<file path="src/rtl/prbs_link_pkg.sv">
// Shared types and helpers for the PRBS link bring-up / BER sequencer.
// Contents:
//   state_e    - sequencer state encoding
//   ERR_BITS_W - width of the per-word error count from the PRBS checker
//   CNT_W      - width of the exported error / word totals
//   sat_add    - unsigned add that clamps at all-ones instead of wrapping
package prbs_link_pkg;

  localparam int unsigned ERR_BITS_W = 6;
  localparam int unsigned CNT_W      = 32;

  typedef enum logic [2:0] {
    StIdle,
    StResetAlign,
    StWaitAlign,
    StSettle,
    StMeasure,
    StRetry,
    StDone,
    StFail
  } state_e;

  function automatic logic [CNT_W-1:0] sat_add(input logic [CNT_W-1:0] a,
                                               input logic [CNT_W-1:0] b);
    logic [CNT_W:0] sum;
    sum = {1'b0, a} + {1'b0, b};
    return sum[CNT_W] ? {CNT_W{1'b1}} : sum[CNT_W-1:0];
  endfunction

endpackage

</file>
<file path="src/rtl/prbs_err_accum.sv">
// Saturating bit-error and word accumulators for one measurement window.
// Ports:
//   clk, reset  - clock and synchronous active-high reset
//   clr         - zero both totals (wins over en)
//   en          - count this word: word_total += 1, err_total += err_bits
//   err_bits    - bit errors in the current word
//   err_total   - accumulated bit errors, saturating
//   word_total  - accumulated words, saturating
//   err_next    - err_total after adding this cycle's err_bits (for threshold checks)
//   last_word   - en is high and this word completes the window
module prbs_err_accum
  import prbs_link_pkg::*;
#(
  parameter int unsigned WINDOW_WORDS = 1048576
) (
  input  logic                  clk,
  input  logic                  reset,
  input  logic                  clr,
  input  logic                  en,
  input  logic [ERR_BITS_W-1:0] err_bits,
  output logic [CNT_W-1:0]      err_total,
  output logic [CNT_W-1:0]      word_total,
  output logic [CNT_W-1:0]      err_next,
  output logic                  last_word
);

  localparam logic [CNT_W-1:0] LastIdx = CNT_W'(WINDOW_WORDS - 1);
  localparam logic [CNT_W-1:0] One     = {{(CNT_W-1){1'b0}}, 1'b1};

  logic [CNT_W-1:0] err_q, words_q;

  always_comb begin
    err_next  = sat_add(err_q, CNT_W'(err_bits));
    last_word = en && (words_q == LastIdx);
  end

  always_ff @(posedge clk) begin
    if (reset || clr) begin
      err_q   <= '0;
      words_q <= '0;
    end else if (en) begin
      err_q   <= err_next;
      words_q <= sat_add(words_q, One);
    end
  end

  assign err_total  = err_q;
  assign word_total = words_q;

endmodule

</file>
<file path="src/rtl/prbs_link_ctrl.sv">
// Bring-up and BER-measurement sequencer for the GTX PRBS loopback link (rxusrclk2 domain).
// Pulses the frame aligner reset, waits for lock, requires lock through a settle period,
// then counts checker-reported bit errors over a fixed word window. Lock loss or align
// timeout retries the whole sequence up to MAX_RETRY times.
// Build option: define PRBS_LINK_CTRL_ERR_LIMIT_EN to abort a measurement straight to FAIL
// once err_total reaches ERR_LIMIT.
// Ports:
//   clk, reset   - clock and synchronous active-high reset
//   start        - 1-cycle pulse, starts a run from IDLE/DONE/FAIL
//   abort        - level, returns to IDLE (counters retained)
//   aligned      - lock flag from the frame aligner
//   err_valid    - checker word strobe; err_bits = bit errors in that word
//   align_reset  - frame aligner reset
//   busy         - run in progress
//   link_up      - measuring or done
//   done / fail  - window completed / retries exhausted (or error limit hit)
//   retry_cnt    - retries consumed in this run
//   err_total    - accumulated bit errors (saturating)
//   word_total   - words counted in the window
module prbs_link_ctrl
  import prbs_link_pkg::*;
#(
  parameter int unsigned RST_CYCLES    = 16,
  parameter int unsigned ALIGN_TIMEOUT = 4096,
  parameter int unsigned SETTLE_CYCLES = 256,
  parameter int unsigned WINDOW_WORDS  = 1048576,
  parameter int unsigned MAX_RETRY     = 3,
  parameter int unsigned ERR_LIMIT     = 1000
) (
  input  logic                  clk,
  input  logic                  reset,
  input  logic                  start,
  input  logic                  abort,
  input  logic                  aligned,
  input  logic                  err_valid,
  input  logic [ERR_BITS_W-1:0] err_bits,
  output logic                  align_reset,
  output logic                  busy,
  output logic                  link_up,
  output logic                  done,
  output logic                  fail,
  output logic [3:0]            retry_cnt,
  output logic [CNT_W-1:0]      err_total,
  output logic [CNT_W-1:0]      word_total
);

  localparam int unsigned TmrMax0 = (RST_CYCLES > ALIGN_TIMEOUT) ? RST_CYCLES : ALIGN_TIMEOUT;
  localparam int unsigned TmrMax  = (TmrMax0 > SETTLE_CYCLES) ? TmrMax0 : SETTLE_CYCLES;
  localparam int unsigned TmrW    = (TmrMax > 1) ? $clog2(TmrMax) : 1;

  localparam logic [TmrW-1:0] RstLast    = TmrW'(RST_CYCLES - 1);
  localparam logic [TmrW-1:0] WaitLast   = TmrW'(ALIGN_TIMEOUT - 1);
  localparam logic [TmrW-1:0] SettleLast = TmrW'(SETTLE_CYCLES - 1);
  localparam logic [3:0]      MaxRetry   = 4'(MAX_RETRY);

  state_e            state_q, state_d;
  logic [TmrW-1:0]   timer_q;
  logic              timer_run;
  logic [3:0]        retry_q, retry_d;
  logic              acc_clr, acc_en, last_word, limit_hit;
  logic [CNT_W-1:0]  err_next;
  logic              align_reset_d, busy_d, link_up_d, done_d, fail_d;

  // Abort drops the word on the abort cycle so the retained totals are stable.
  assign acc_en = (state_q == StMeasure) && err_valid && !abort;

`ifdef PRBS_LINK_CTRL_ERR_LIMIT_EN
  assign limit_hit = acc_en && (err_next >= CNT_W'(ERR_LIMIT));
`else
  logic unused_err_limit;
  assign unused_err_limit = ^{err_next, 32'(ERR_LIMIT)};
  assign limit_hit        = 1'b0;
`endif

  // Next-state logic.
  always_comb begin
    state_d = state_q;
    case (state_q)
      StIdle, StDone, StFail: if (start) state_d = StResetAlign;
      StResetAlign:           if (timer_q == RstLast) state_d = StWaitAlign;
      StWaitAlign: begin
        if (aligned)                    state_d = StSettle;
        else if (timer_q == WaitLast)   state_d = StRetry;
      end
      StSettle: begin
        if (!aligned)                   state_d = StRetry;
        else if (timer_q == SettleLast) state_d = StMeasure;
      end
      StMeasure: begin
        // The final word is counted even if lock drops on the same cycle.
        if (limit_hit)      state_d = StFail;
        else if (last_word) state_d = StDone;
        else if (!aligned)  state_d = StRetry;
      end
      StRetry:  state_d = (retry_q < MaxRetry) ? StResetAlign : StFail;
      default:  state_d = StIdle;
    endcase
    if (abort) state_d = StIdle;
  end

  // Retry counter clears on a new run and bumps on every re-attempt.
  always_comb begin
    retry_d = retry_q;
    if (state_d == StResetAlign && state_q != StResetAlign) begin
      retry_d = (state_q == StRetry) ? retry_q + 4'd1 : 4'd0;
    end
  end

  always_comb begin
    acc_clr = (state_d == StMeasure && state_q != StMeasure) ||
              (state_d == StResetAlign &&
               (state_q == StIdle || state_q == StDone || state_q == StFail));
    timer_run = (state_q == StResetAlign) || (state_q == StWaitAlign) ||
                (state_q == StSettle);
  end

  // Outputs are decoded from the next state and registered with it.
  always_comb begin
    align_reset_d = (state_d == StResetAlign);
    busy_d        = !((state_d == StIdle) || (state_d == StDone) || (state_d == StFail));
    link_up_d     = (state_d == StMeasure) || (state_d == StDone);
    done_d        = (state_d == StDone);
    fail_d        = (state_d == StFail);
  end

  always_ff @(posedge clk) begin
    if (reset) begin
      state_q     <= StIdle;
      timer_q     <= '0;
      retry_q     <= '0;
      align_reset <= 1'b0;
      busy        <= 1'b0;
      link_up     <= 1'b0;
      done        <= 1'b0;
      fail        <= 1'b0;
    end else begin
      state_q     <= state_d;
      retry_q     <= retry_d;
      align_reset <= align_reset_d;
      busy        <= busy_d;
      link_up     <= link_up_d;
      done        <= done_d;
      fail        <= fail_d;
      if (state_d != state_q) timer_q <= '0;
      else if (timer_run)     timer_q <= timer_q + TmrW'(1);
    end
  end

  assign retry_cnt = retry_q;

  prbs_err_accum #(
    .WINDOW_WORDS (WINDOW_WORDS)
  ) u_accum (
    .clk        (clk),
    .reset      (reset),
    .clr        (acc_clr),
    .en         (acc_en),
    .err_bits   (err_bits),
    .err_total  (err_total),
    .word_total (word_total),
    .err_next   (err_next),
    .last_word  (last_word)
  );

endmodule

</file>
<file path="config.mk">
export PLATFORM = sky130hd
export DESIGN_NAME = prbs_link_ctrl
export DESIGN_NICKNAME = d
export VERILOG_FILES = /design/src/rtl/prbs_link_pkg.sv /design/src/rtl/prbs_err_accum.sv /design/src/rtl/prbs_link_ctrl.sv
export SDC_FILE = /design/constraint.sdc
export NUM_CORES = 1
export LEC_CHECK = 0
export CORE_MARGIN = 2
export CORE_UTILIZATION = 25
export CTS_BUF_LIST = sky130_fd_sc_hd__clkbuf_8
export DETAILED_ROUTE_END_ITERATION = 10
export PLACE_DENSITY = 0.44
export SLEW_MARGIN = 20
export SYNTH_ARGS = -nofsm -noshare
export SYNTH_HDL_FRONTEND = slang
export SYNTH_SLANG_ARGS = --single-unit
</file>
<file path="constraint.sdc">
create_clock -name clk -period 2.45 [get_ports clk]
set_input_delay 0.49 -clock clk [delete_from_list [all_inputs] [get_ports clk]]
set_output_delay 0.49 -clock clk [all_outputs]
set_load 0.1 [all_outputs]
</file>
# --- After elaboration in Yosys (flattened, before gate mapping) ---
# Index checks and enable logic that the tools add are counted.
totals:
  word_cells: 68
  input_bits: 12
  ff_bits: 88
  output_inout_bits: 73
op_classes:
  n_eq_ne: 18
  n_reduce_logical: 21
  magnitude_cmp: 1
  n_mux: 14
  addsub: 4
op_table:
  columns: ["op", "n"]
  rows:
  - ["32-bit two-way mux", 2]
  - ["32-bit by 1-bit adder with 33-bit output, second input constant", 1]
  - ["32-bit by 6-bit adder with 33-bit output", 1]
  - ["32-bit by 20-bit == test with 1-bit output, second input constant", 1]
  - ["3-bit two-way mux", 10]
  - ["3-bit == test, second input constant", 7]
  - ["3-bit case mux with 6 select lines", 1]
  - ["12-bit by 1-bit adder with 12-bit output, second input constant", 1]
  - ["12-bit == test, second input constant", 1]
  - ["12-bit by 4-bit == test with 1-bit output, second input constant", 1]
  - ["12-bit by 8-bit == test with 1-bit output, second input constant", 1]
  - ["1-bit logical OR", 9]
  - ["3-bit by 1-bit == test with 1-bit output, second input constant", 2]
  - ["3-bit by 2-bit == test with 1-bit output, second input constant", 2]
  - ["1-bit logical AND", 6]
  - ["3-bit logical NOT", 2]
  - ["4-bit by 1-bit adder with 4-bit output, second input constant", 1]
  - ["4-bit by 2-bit less-than comparator with 1-bit output, second input constant", 1]
  - ["4-bit two-way mux", 1]
  - ["3-bit by 1-bit inequality test with 1-bit output, second input constant", 1]
  - ["3-bit inequality test", 1]
  - ["3-bit inequality test, second input constant", 1]
  - ["3-bit OR reduction", 1]
  - ["1-bit logical NOT", 2]
  - ["2-bit OR reduction", 1]

# --- Depth between registers and ports, before layout ---
depth:
  ltp_word: 11
  depth_mapped: 10
  depth_no_buf: 9

# --- Hierarchy ---
# A second synthesis with hierarchy kept.
hier_totals:
  cells_unflattened: 623
  area_unflattened_um2: 5061.1
modules_own_cells:
  columns: ["module", "n_inst", "area_each_um2", "cells_per_inst", "seq_area_each_um2"]
  rows:
  - ["prbs_err_accum", 1, 3747.3, 472, 1281.2]
  - ["prbs_link_ctrl", 1, 1313.8, 151, 480.5]

# --- Least setup slack after synthesis ---
# OpenSTA, ideal clock, no wires.
synth_timing:
  path_type: "reg2reg"
  start: "register u_accum.words_q[6] (netlist: u_accum.word_total[6])"
  end: "register u_accum.words_q[23] (netlist: u_accum.word_total[23])"
  t_required_ns: 2.380
  period_less_slack_ns: 3.141
  path_stages_with_launch: 8
  path_slack_ns: -0.691
  arrival_time_ns: 3.070
  n_path_buf: 2
  setup_ns: 0.070
  cell_sequence: "dfxtp_1 nand4_1 nor4_1 nand3_1 or3_1 clkbuf_1 buf_2 a21oi_1"
synth_via:
  elab_chain_cells: 9
  word_cells_on_any_way: 13
  cone_classes: "add/sub: 1; eq/ne: 3; mux: 4; reduce/logical: 5"
synth_lines:
  columns: ["element", "line", "source"]
  rows:
  - ["from (decl)", "prbs_err_accum.sv:30", "logic [CNT_W-1:0] err_q, words_q;"]
  - ["from (signal assigned)", "prbs_err_accum.sv:43", "words_q <= sat_add(words_q, One);"]
  - ["32-bit by 20-bit == test with 1-bit output", "prbs_err_accum.sv:34", "last_word = en && (words_q == LastIdx);"]
  - ["1-bit logical AND", "prbs_err_accum.sv:34", null]
  - ["3-bit two-way mux", "prbs_link_ctrl.sv:92", "else if (last_word) state_d = StDone;"]
  - ["3-bit case mux with 6 select lines", "prbs_link_ctrl.sv:78", "case (state_q)"]
  - ["3-bit two-way mux", "prbs_link_ctrl.sv:98", "if (abort) state_d = StIdle;"]
  - ["3-bit == test / 3-bit by 1-bit == test with 1-bit output (equally long branches)", "prbs_link_ctrl.sv:110, prbs_link_ctrl.sv:111", null]
  - ["1-bit logical AND (on tied branches)", "prbs_link_ctrl.sv:110, prbs_link_ctrl.sv:111", null]
  - ["1-bit logical OR", "prbs_link_ctrl.sv:110", "acc_clr = (state_d == StMeasure && state_q != StMeasure) ||"]
  - ["1-bit logical OR", "prbs_err_accum.sv:38", "if (reset || clr) begin"]
# Parallel ways exist; a longest one is shown, timed or not.
# A chain may end at the register's enable or synchronous reset.

# --- Final worst setup path ---
layout_timing:
  start: "input abort"
  end: "register u_accum.err_q[20] (netlist: u_accum.err_total[20])"
layout_via:
  elab_chain_cells: 10
  word_cells_on_any_way: 12
  cone_classes: "eq/ne: 2; mux: 3; reduce/logical: 7"
layout_lines:
  columns: ["element", "line", "source"]
  rows:
  - ["from (decl)", "prbs_link_ctrl.sv:33", "input logic abort,"]
  - ["1-bit logical NOT", "prbs_link_ctrl.sv:65", "assign acc_en = (state_q == StMeasure) && err_valid && !abort;"]
  - ["1-bit logical AND", "prbs_link_ctrl.sv:65", null]
  - ["1-bit logical AND", "prbs_err_accum.sv:34", null]
  - ["3-bit two-way mux", "prbs_link_ctrl.sv:92", null]
  - ["3-bit case mux with 6 select lines", "prbs_link_ctrl.sv:78", null]
  - ["3-bit two-way mux", "prbs_link_ctrl.sv:98", null]
  - ["3-bit == test / 3-bit by 1-bit == test with 1-bit output (equally long branches)", "prbs_link_ctrl.sv:110, prbs_link_ctrl.sv:111", null]
  - ["1-bit logical AND (on tied branches)", "prbs_link_ctrl.sv:110, prbs_link_ctrl.sv:111", null]
  - ["1-bit logical OR", "prbs_link_ctrl.sv:110", null]
  - ["1-bit logical OR", "prbs_err_accum.sv:38", null]
  - ["to (signal assigned)", "prbs_err_accum.sv:42", "err_q <= err_next;"]
  - ["to (decl)", "prbs_err_accum.sv:30", null]
# Parallel ways exist; a longest one is shown, timed or not.

==> summary.txt <==
Critical path
  • CP cell instances: dlygate4sd2_1, or3b_4, or4_4, a2111oi_4, buf_4, a21oi_1, a41o_1, nor2_4
  • CP endpoint kind: flop
  • CP max-delay cell: or4_4
  • Crit path arrival time: 2.76 ns
  • WS Path Type: in -> reg
  • CP Launch Type: input pin
  • FF-to-FF path depth: 9
  • Critical Path RT: 2.78 ns
  • Critical path peak fanout: 5
  • Largest stage delay, worst path: 0.59 ns

Clock network
  • Clock sink count: 88
  • Num CTS Buffers: 9
  • CTS tree: yes
  • H-tree level count: 3
  • Insertion delay to the later sink of the worst-skew pair: 0.39 ns
  • Clk root buf: clkbuf_8
  • Worst-path clk slew: 0.09 ns
  • Maximum clock path buffer count: 2

Timing
  • Final number of hold-violating endpoints: 0
  • RSZ-0062 raised after global routing: true
  • Clock period minus worst slack: 2.43 ns
  • Setup TNS: 0 ns
  • Max-slew headroom: 62.6%
  • Final setup fails: 0
  • Least-Margin Pin Slew: 0.555 ns
  • Hold WS: 0.483 ns
  • Pins Over Slew Limit: 0
  • Max Freq: 411 MHz
  • Layout Skew: 0.0153 ns
  • Final Cycle Share: 99.3%

Drt
  • Via count: 4858
  • Met3 wire length: 677 um
  • Met2 Wirelength: 7.02 mm
  • WL per Instance: 15.1 um
  • Top Layer Used: met4
  • Length of the first detailed-routing pass in iterations: 6
  • Detailed-route DRC error count: 0
  • Met1 WL: 6.77 mm
  • Vias/cell: 4.99
  • Antenna Nets Post-Route: 0
  • Drt initial violations: 296
  • Post-Route WL: 14.7 mm

Power
  • Sequential share of power: 49.5%
  • Combinational power share: 13.7%
  • Net Sw Frac: 27.3%
  • Clock share of power: 36.8%
  • Psw: 0.000792 W
  • Internal: 0.00211 W
  • Static Leak: 2.57 nW
  • Max rail drop VDD: 0.229 mV
  • P per Cell Area: 422 nW/um^2

Synth
  • Flops & latches, synth: 88
  • Register area share after synthesis: 37.5%
  • Yosys cell types: 55
  • Avg Cell Area, Syn: 8.18 um^2
  • Post-Syn Instances: 574
  • Fraction of registers with async set/reset: 0%
  • Net Count, Synth: 596
  • Post-synth EDFFs: 0
  • Top FF cell, synth: dfxtp_1
  • Post-Synthesis Cell Area: 4690 um^2
  • Yosys warnings: 0

Finish
  • Footprint of the multi-input gates: 2970 um^2
  • Antenna Cells: 0
  • Area growth syn-to-layout: 46.5%
  • Number of fill cells: 1878
  • Nets: 756
  • Reg area: 1830 um^2
  • Fraction of layout cells with a size suffix above 1: 36.3%

Die
  • DIE AREA: 19900 um^2
  • Die height: 141 um
  • IO Pins: 85
  • Rows: 50
  • Core area: 18600 um^2
  • Initial core utilization: 25.3%
  • Horiz. Die Dim: 141 um

Global route
  • Pin count of the biggest net entering global routing: 22
  • Tot GR Track Use: 14.6%
  • Congestion Overflow GR: 0
  • First-pass GRT wire length: 23.3 mm
  • Number of global-route vias before repair: 4530
  • Initial antenna violation count: 0

Min path
  • Hold Crit Class: reg -> reg
  • Hold Path Stages: 2

Run status
  • Status: finished, final reports clean

Job
  • Max-cap violations: 0

Placement
  • PortBufs: 84
  • Post-DP HPWL: 10.5 mm
  • RePlAce Congestion: 0.811
==> synth_stat cells, types with 3 or more instances <==
cell | count | share of area [%]
o21a_1 | 3 | 0.48
ha_1 | 9 | 2.4
nand2b_1 | 5 | 0.67
or3_1 | 5 | 0.67
inv_1 | 16 | 1.3
nand2_1 | 42 | 3.4
xnor2_1 | 33 | 6.2
clkbuf_1 | 12 | 0.96
nor2b_1 | 4 | 0.53
nand4_1 | 20 | 2.7
o21ai_0 | 14 | 1.5
and2_1 | 5 | 0.67
a311oi_1 | 5 | 0.93
nor3b_1 | 4 | 0.64
buf_2 | 12 | 1.3
nor3_1 | 37 | 3.9
a21o_1 | 3 | 0.48
nor2_1 | 48 | 3.8
a21oi_1 | 59 | 6.3
a31oi_1 | 7 | 0.93
a211oi_1 | 9 | 1.4
dfxtp_1 | 88 | 38
and4_1 | 8 | 1.5
nand3_1 | 43 | 4.6
and3_1 | 13 | 1.7
xor2_1 | 25 | 4.7
nor4_1 | 12 | 1.6
==> layout make-up <==
cell class,instances,area share (%)
multi-input cells,444,43.2
flip-flops and latches,88,26.5
repair buffers,175,22.2
well taps,234,4.26
clock buffers,10,2.00
clock inverters,6,0.983
inverters,16,0.873
==> per-stage QoR <==
step | setup WS (ns) | area, um^2 | utilization (%) | std cells | power [W]
2_1_floorplan | -0.0899 | 4770 | - | 574 | 0.00165
3_3_place_gp | -0.525 | 6230 | 33.5 | 942 | 0.00178
3_5_place_dp | -0.599 | 6230 | 33.5 | 942 | 0.00178
4_1_cts | -0.0321 | 6630 | 35.7 | 965 | 0.00290
5_1_grt | -0.0352 | 6880 | 37.0 | 973 | 0.00303
6_report | 0.0166 | 6880 | 37.0 | 973 | 0.00290
==> registers in the layout (all words and copies together) (netlist names) <==
name,flops
u_accum.err_total,32
u_accum.word_total,32
timer_q,12
retry_cnt,4
state_q,3
align_reset,1
busy,1
done,1
fail,1
link_up,1
==> critical path: cells and delay by family <==
kind | cells | cell delay, ns
AO/OA/AOI/OAI | 3 | 0.68
AND/OR/NAND/NOR | 3 | 1.09
buffers and inverters | 2 | 0.50
==> placed cells by master (no fill, tap or decap), drive strengths merged, types with 2 or more instances in the layout <==
master and count:
a21oi 59, a31oi 7, o21ai 14, and4 8, buf 161, nand3 43
nor4b 2, mux2i 2, nor3 39, a221oi 2, o221ai 2, a311oi 5
and2 5, clkdlybuf4s50 7, xor2 25, dlygate4sd2 3, a21o 3, o31ai 2
clkinvlp 2, nor3b 4, ha 9, or3 5, xnor2 33, or4 3
clkinv 2, nand4 20, inv 17, o21a 3, a211oi 9, nand2 42
nor4 12, dfxtp 88, nand2b 5, and3 13, nor2b 4, clkbuf 13
nor2 48
==> cell families (layout without fill, tap and decap cells) <==
kind of cell	Yosys count	in the layout	synth area share [%]
flip-flops	88	88	37.5
AO/OA/AOI/OAI	118	118	15.9
XOR/XNOR	58	58	10.8
multiplexers	2	2	0.427
buffers and inverters	42	207	3.92
adder cells (fa/ha/maj)	10	10	2.83
AND/OR/NAND/NOR	256	256	28.6
==> per-layer routing <==
layer | vias to the layer above | global-route usage (%)
li1 | 2411 | -
met1 | 2325 | 19.3
met2 | 108 | 23.9
met3 | 14 | 3.36
met4 | 0 | 3.95
met5 | - | 0
==> final timing paths <==
path,from,to,slack (ns)
max,abort,u_accum.err_total[20]$_SDFFE_PP0P_,0.02
min,retry_cnt[1]$_SDFFE_PP0P_,retry_cnt[1]$_SDFFE_PP0P_,0.48
max reg2reg,timer_q[8]$_SDFFE_PP0P_,u_accum.word_total[25]$_SDFFE_PP0P_,0.06
min reg2reg,retry_cnt[1]$_SDFFE_PP0P_,retry_cnt[1]$_SDFFE_PP0P_,0.48
==> repair_timing <==
item / in CTS / in global routing
gates cloned: 5 / 3
setup buffers: 2 / 5
resized for setup: 28 / 38
hold endpoints to repair: 0 / 0
pin swaps: 11 / 10
endpoints found under the setup margin: 71 / 79
hold buffers: 0 / 0
==> power by group through the flow <==
stage / clock network, W / logic [W] / registers, W
final: 0.00107 / 0.000397 / 0.00144
after CTS: 0.00111 / 0.000351 / 0.00144
after detailed placement: 0 / 0.000309 / 0.00147
after floorplan: 0 / 0.000138 / 0.00151
after global placement: 0 / 0.000308 / 0.00147
after global routing: 0.00117 / 0.000425 / 0.00144
Note: power is estimated with default switching activity, not from simulation.
